===== config.mk =====
export PLATFORM = sky130hd
export DESIGN_NAME = vga_pixel_counter
export DESIGN_NICKNAME = d
export VERILOG_FILES = /design/src/rtl/vga_timing_pkg.sv /design/src/rtl/vga_clk_enable.sv /design/src/rtl/vga_pixel_counter.sv
export SDC_FILE = /design/constraint.sdc
export NUM_CORES = 1
export LEC_CHECK = 0
export CORE_ASPECT_RATIO = 0.9
export CORE_MARGIN = 10
export CORE_UTILIZATION = 40
export CTS_CLUSTER_DIAMETER = 150
export DETAILED_ROUTE_END_ITERATION = 8
export PLACE_DENSITY = 0.7
export REMOVE_ABC_BUFFERS = 1
export SLEW_MARGIN = 0
export SYNTH_ARGS = -nofsm -noshare
export SYNTH_HDL_FRONTEND = slang
export SYNTH_SLANG_ARGS = --single-unit

===== constraint.sdc =====
create_clock -name clk -period 7.1 [get_ports clk]
set_clock_uncertainty 0.15 [all_clocks]
set_input_delay 1.42 -clock clk [delete_from_list [all_inputs] [get_ports clk]]
set_output_delay 1.42 -clock clk [all_outputs]
set_load 0.02 [all_outputs]

===== src/rtl/vga_timing_pkg.sv =====
// 640x480@60 raster timing constants plus the shared position type and step rule.
package vga_timing_pkg;

  localparam int COORD_W     = 10;
  localparam int FRAME_CNT_W = 8;

  localparam int H_VISIBLE = 640;
  localparam int H_FRONT   = 16;
  localparam int H_SYNC    = 96;
  localparam int H_BACK    = 48;
  localparam int H_TOTAL_640 = H_VISIBLE + H_FRONT + H_SYNC + H_BACK;

  localparam int V_VISIBLE = 480;
  localparam int V_FRONT   = 10;
  localparam int V_SYNC    = 2;
  localparam int V_BACK    = 33;
  localparam int V_TOTAL_480 = V_VISIBLE + V_FRONT + V_SYNC + V_BACK;

  typedef logic [COORD_W-1:0]     coord_t;
  typedef logic [FRAME_CNT_W-1:0] frame_cnt_t;

  typedef struct packed {
    coord_t x;
    coord_t y;
  } pos_t;

  // One raster advance: x wraps at h_max carrying into y, y wraps at v_max.
  function automatic pos_t pos_step(input pos_t p, input coord_t h_max, input coord_t v_max);
    pos_t n;
    n = p;
    if (p.x == h_max) begin
      n.x = '0;
      n.y = (p.y == v_max) ? '0 : p.y + coord_t'(1);
    end else begin
      n.x = p.x + coord_t'(1);
    end
    return n;
  endfunction

endpackage


===== src/rtl/vga_clk_enable.sv =====
// Pixel-clock enable divider: one-clock advance pulse every CLK_DIV enabled clocks.
module vga_clk_enable #(
  parameter int CLK_DIV = 1
) (
  input  logic clk,
  input  logic rst,
  input  logic enable,
  output logic advance
);

  localparam int DW = (CLK_DIV > 1) ? $clog2(CLK_DIV) : 1;
  localparam logic [DW-1:0] DIV_MAX = DW'(CLK_DIV - 1);

  logic [DW-1:0] div_q, div_d;

  always_comb begin
    div_d = div_q;
    if (enable) div_d = (div_q == DIV_MAX) ? '0 : div_q + DW'(1);
  end

  assign advance = enable && (div_q == DIV_MAX);

  always_ff @(posedge clk or posedge rst)
    if (rst) div_q <= '0;
    else     div_q <= div_d;

endmodule


===== src/rtl/vga_pixel_counter.sv =====
// Raster position counter with line/frame strobes and frame count.
// Define VGA_PREFETCH_EN to build the registered look-ahead fetch position.
module vga_pixel_counter
  import vga_timing_pkg::*;
#(
  parameter int X_RES    = 640,
  parameter int Y_RES    = 480,
  parameter int H_TOTAL  = 800,
  parameter int V_TOTAL  = 525,
  parameter int CLK_DIV  = 1,
  parameter int PREFETCH = 2
) (
  input  logic                   clk,
  input  logic                   rst,
  input  logic                   enable,
  output logic [COORD_W-1:0]     pixel_position_x,
  output logic [COORD_W-1:0]     pixel_position_y,
  output logic                   pixel_tick,
  output logic                   line_start,
  output logic                   frame_start,
  output logic [FRAME_CNT_W-1:0] frame_count,
  output logic [COORD_W-1:0]     fetch_x,
  output logic [COORD_W-1:0]     fetch_y,
  output logic                   fetch_active
);

  if (H_TOTAL > 1024 || V_TOTAL > 1024 || X_RES > H_TOTAL || Y_RES > V_TOTAL ||
      CLK_DIV < 1 || CLK_DIV > 16 || PREFETCH < 1 || PREFETCH > 15 || PREFETCH >= H_TOTAL)
  begin : g_cfg_err
    $error("vga_pixel_counter: parameter out of range");
  end

  localparam coord_t H_MAX = coord_t'(H_TOTAL - 1);
  localparam coord_t V_MAX = coord_t'(V_TOTAL - 1);

  logic       advance;
  pos_t       pos_q, pos_d;
  frame_cnt_t fc_q, fc_d;
  logic       tick_q, tick_d, ls_q, ls_d, fs_q, fs_d;

  vga_clk_enable #(.CLK_DIV(CLK_DIV)) u_clk_en (
    .clk     (clk),
    .rst     (rst),
    .enable  (enable),
    .advance (advance)
  );

  always_comb begin
    pos_d  = pos_q;
    fc_d   = fc_q;
    tick_d = 1'b0;
    ls_d   = 1'b0;
    fs_d   = 1'b0;
    if (advance) begin
      pos_d  = pos_step(pos_q, H_MAX, V_MAX);
      tick_d = 1'b1;
      ls_d   = (pos_d.x == '0);
      fs_d   = ls_d && (pos_d.y == '0);
      if (fs_d) fc_d = fc_q + frame_cnt_t'(1);
    end
  end

  // Reset presents (0,0) with strobes low; the first frame_start comes from a real wrap.
  always_ff @(posedge clk or posedge rst)
    if (rst) begin
      pos_q  <= '0;
      fc_q   <= '0;
      tick_q <= 1'b0;
      ls_q   <= 1'b0;
      fs_q   <= 1'b0;
    end else begin
      pos_q  <= pos_d;
      fc_q   <= fc_d;
      tick_q <= tick_d;
      ls_q   <= ls_d;
      fs_q   <= fs_d;
    end

  assign pixel_position_x = pos_q.x;
  assign pixel_position_y = pos_q.y;
  assign pixel_tick       = tick_q;
  assign line_start       = ls_q;
  assign frame_start      = fs_q;
  assign frame_count      = fc_q;

`ifdef VGA_PREFETCH_EN
  localparam coord_t X_LIM     = coord_t'(X_RES);
  localparam coord_t Y_LIM     = coord_t'(Y_RES);
  localparam pos_t   FETCH_RST = '{x: coord_t'(PREFETCH), y: '0};
  localparam logic   FACT_RST  = (PREFETCH < X_RES) && (Y_RES > 0);

  pos_t fetch_q, fetch_d;
  logic fact_q, fact_d;

  // Look-ahead steps in lockstep with the position, so it stays PREFETCH advances ahead.
  always_comb begin
    fetch_d = fetch_q;
    if (advance) fetch_d = pos_step(fetch_q, H_MAX, V_MAX);
    fact_d = (fetch_d.x < X_LIM) && (fetch_d.y < Y_LIM);
  end

  always_ff @(posedge clk or posedge rst)
    if (rst) begin
      fetch_q <= FETCH_RST;
      fact_q  <= FACT_RST;
    end else begin
      fetch_q <= fetch_d;
      fact_q  <= fact_d;
    end

  assign fetch_x      = fetch_q.x;
  assign fetch_y      = fetch_q.y;
  assign fetch_active = fact_q;
`else
  assign fetch_x      = '0;
  assign fetch_y      = '0;
  assign fetch_active = 1'b0;
`endif

endmodule


==> results.yml <==
finish:
  area.growth.synth_to_final_pct: 17.70
  nFillCells: 469
  multi_input_area_um2: 1136
  design_area_um2: 2471
  regArea_um2: 775.7
  diodes: 0
  final_net_count: 261
  post-route-util_pct: 49.87
  drive_gt1_share_pct: 7.087
placement:
  dpl_worst_slack_ps: 3386
  port_buffers: 33
  place_area_um2: 2354
  gp_congestion: 0.8676
  hpwl_mm: 3.488
job:
  drv_cap: 0
yosys:
  synth-edff-count: 0
  synth_seq_cells: 31
  synth_most_common_cell: "dfrtp_1"
  synth_area_per_cell_um2: 9.168
  synth_top_cell_area_share_pct: 36.95
  syn_inst: 229
  seq_area_frac_synth_pct: 36.95
  synth.cell_area_um2: 2100
  synth_area_leader_cell: "dfrtp_1"
  dominantRegCellSynth: "dfrtp_1"
  synth_common_cells: "31 x dfrtp_1, 22 x buf_4, 16 x nand2_1, 16 x o21ai_0, 15 x xnor2_1"
  synthDistinctLibCells: 44
  synth_area_leaders: "dfrtp_1 37%, buf_4 7.9%, xnor2_1 6.3%"
  yosysWarnings: 0
  synth-async-reset-ratio_pct: 100.0
global_routing:
  antenna_found_initial: 0
  grtUsageTotal_pct: 11.37
  grt_pass1_wl_mm: 7.817
  grt_max_degree: 32
  grt_pass1_vias: 1603
  grt-ovfl-total: 0
sta:
  period_minus_slack_ps: 3420
  setup_viol: 0
  fin_ws_ps: 3680
  max_freq_mhz: 292.4
  final_hold_viol_count: 0
  rsz0062_at_grt: "no"
  setup_tns_ps: 0
  slew_headroom_pct: 59.41
  slew_violations: 0
  finalCritPeriodShare_pct: 48.17
  worstMarginPinSlew_ps: 606.9
route:
  antenna_left: 0
  route.vias.total: 1696
  drt-initial-drc-count: 114
  viasPerCell: 5.317
  first_pass_iters: 4
  wire_per_inst_um: 14.87
  drc: 0
  wl_mm: 4.743
power:
  p_leak_nw: 1.041
  vdd_drop_max_mv: 0.1327
  power.density_nw_per_um2: 255.9
clocking:
  htree_levels: 2
  postCtsSetupRepairBufs: 0
  cts_tree: "built"
  numCtsBuffers: 5
  cts_sinks: 31
  clockBufferDepth: 2
  cts_hold_buffers: 0
  cts_root_buf: "clkbuf_8"
  cts_resized: 0
  path_clk_slew_ps: 60
  worstSkewPairLatency_ps: 280
setup_path:
  cp-end-kind: "register"
  startpoint_type: "primary input"
  worstPathRequired_ps: 7120
  arrival_ps: 3440
  crit_type: "primary input to register"
  path_max_fanout: 16
run_status:
  status: "complete, no violations"
floorplanning:
  die_x_um: 96.37
  core_area_um2: 4955
  die_y_um: 88.73
  rows: 24
  die-area_um2: 8550
  start_util_pct: 42.37
  io_pins: 55
min_path:
  hp-class: "register to register"
==> where the power goes <==
group | switching, mW | total [mW] | internal (mW)
Sequential | 0.0473 | 0.252 | 0.204
Combinational | 0.106 | 0.202 | 0.0960
Clock | 0.0649 | 0.178 | 0.113
==> registers in the layout, summed over array words and instances, names as in the netlist <==
name	flops
frame_count	8
pixel_position_y	10
line_start	1
frame_start	1
pixel_position_x	10
pixel_tick	1
==> path summary, 6_finish.rpt <==
kind / startpoint / endpoint / slack, ps / depth (start not counted)
max: enable / frame_count[1] / 3680 / 5
max reg2reg: pixel_position_x[0] / frame_count[1] / 3940 / 8
min in group asynchronous: rst / frame_start / 1360 / 3
min reg2reg: frame_count[7] / frame_count[7] / 320 / 1
min: frame_count[7] / frame_count[7] / 320 / 1
max in group asynchronous: rst / pixel_position_x[4] / 5150 / 3
==> area by class of cell <==
cell class | count | area share (%)
Clock buffer | 6 | 3.342
Clock inverter | 2 | 1.418
Inverter | 6 | 0.9114
Multi-Input combinational cell | 175 | 45.97
Sequential cell | 31 | 31.39
Tap cell | 65 | 3.291
Timing Repair Buffer | 34 | 13.67
==> cell families after synthesis <==
family / count (synthesis) / share of synthesized area, %
adder cells (fa/ha/maj): 5 / 2.980
AO/OA/AOI/OAI: 39 / 12.99
buffers and inverters: 43 / 12.51
AND/OR/NAND/NOR: 89 / 24.97
other: 1 / 0.1786
XOR/XNOR: 16 / 6.675
flip-flops: 31 / 36.95
multiplexers: 5 / 2.741
==> worst max-delay path, cell delays in order <==
cell	delay, ps
clkdlybuf4s50_1	850
o2111ai_4	220
nor4_4	520
nand2_4	100
mux2_4	310
==> layout by cell type (no fill, tap or decap), types with 2 or more instances in the layout <==
cell type / Yosys / routed
a21o_1: 3 / 3
and2_1: 3 / 3
and3_1: 12 / 12
and4_1: 4 / 4
clkbuf_8: 0 / 6
clkdlybuf4s50_1: 0 / 33
conb_1: 1 / 21
dfrtp_1: 31 / 31
ha_1: 5 / 5
inv_1: 6 / 6
mux2_2: 2 / 2
mux2i_1: 2 / 2
nand2_1: 16 / 16
nand2b_1: 2 / 2
nand3_1: 12 / 12
nand4_1: 11 / 11
nor2_1: 12 / 12
nor3_1: 6 / 6
o21ai_0: 16 / 16
o22ai_1: 2 / 2
o31ai_1: 8 / 8
o41ai_1: 3 / 3
or3_1: 3 / 3
xnor2_1: 15 / 15
==> layer usage <==
metal | vias up | GRT usage, % | part of all wire (%)
met2 | 64 | 17.65 | 46
met5 | - | 0 | 0
met4 | 0 | 3.562 | 0.93
li1 | 823 | - | -
met1 | 805 | 14.18 | 45
met3 | 4 | 4.488 | 8.7
==> metrics by stage <==
stage	total power, mW	instances	hold WS [ps]
after floorplan	0.3745	212	431.7
after global placement	0.4542	311	312.8
after detailed placement	0.4585	311	314.3
after CTS	0.6402	319	327.2
after global routing	0.6742	319	330.5
final	0.6323	319	321.4
No activity file was read; power rests on OpenSTA's default activity.
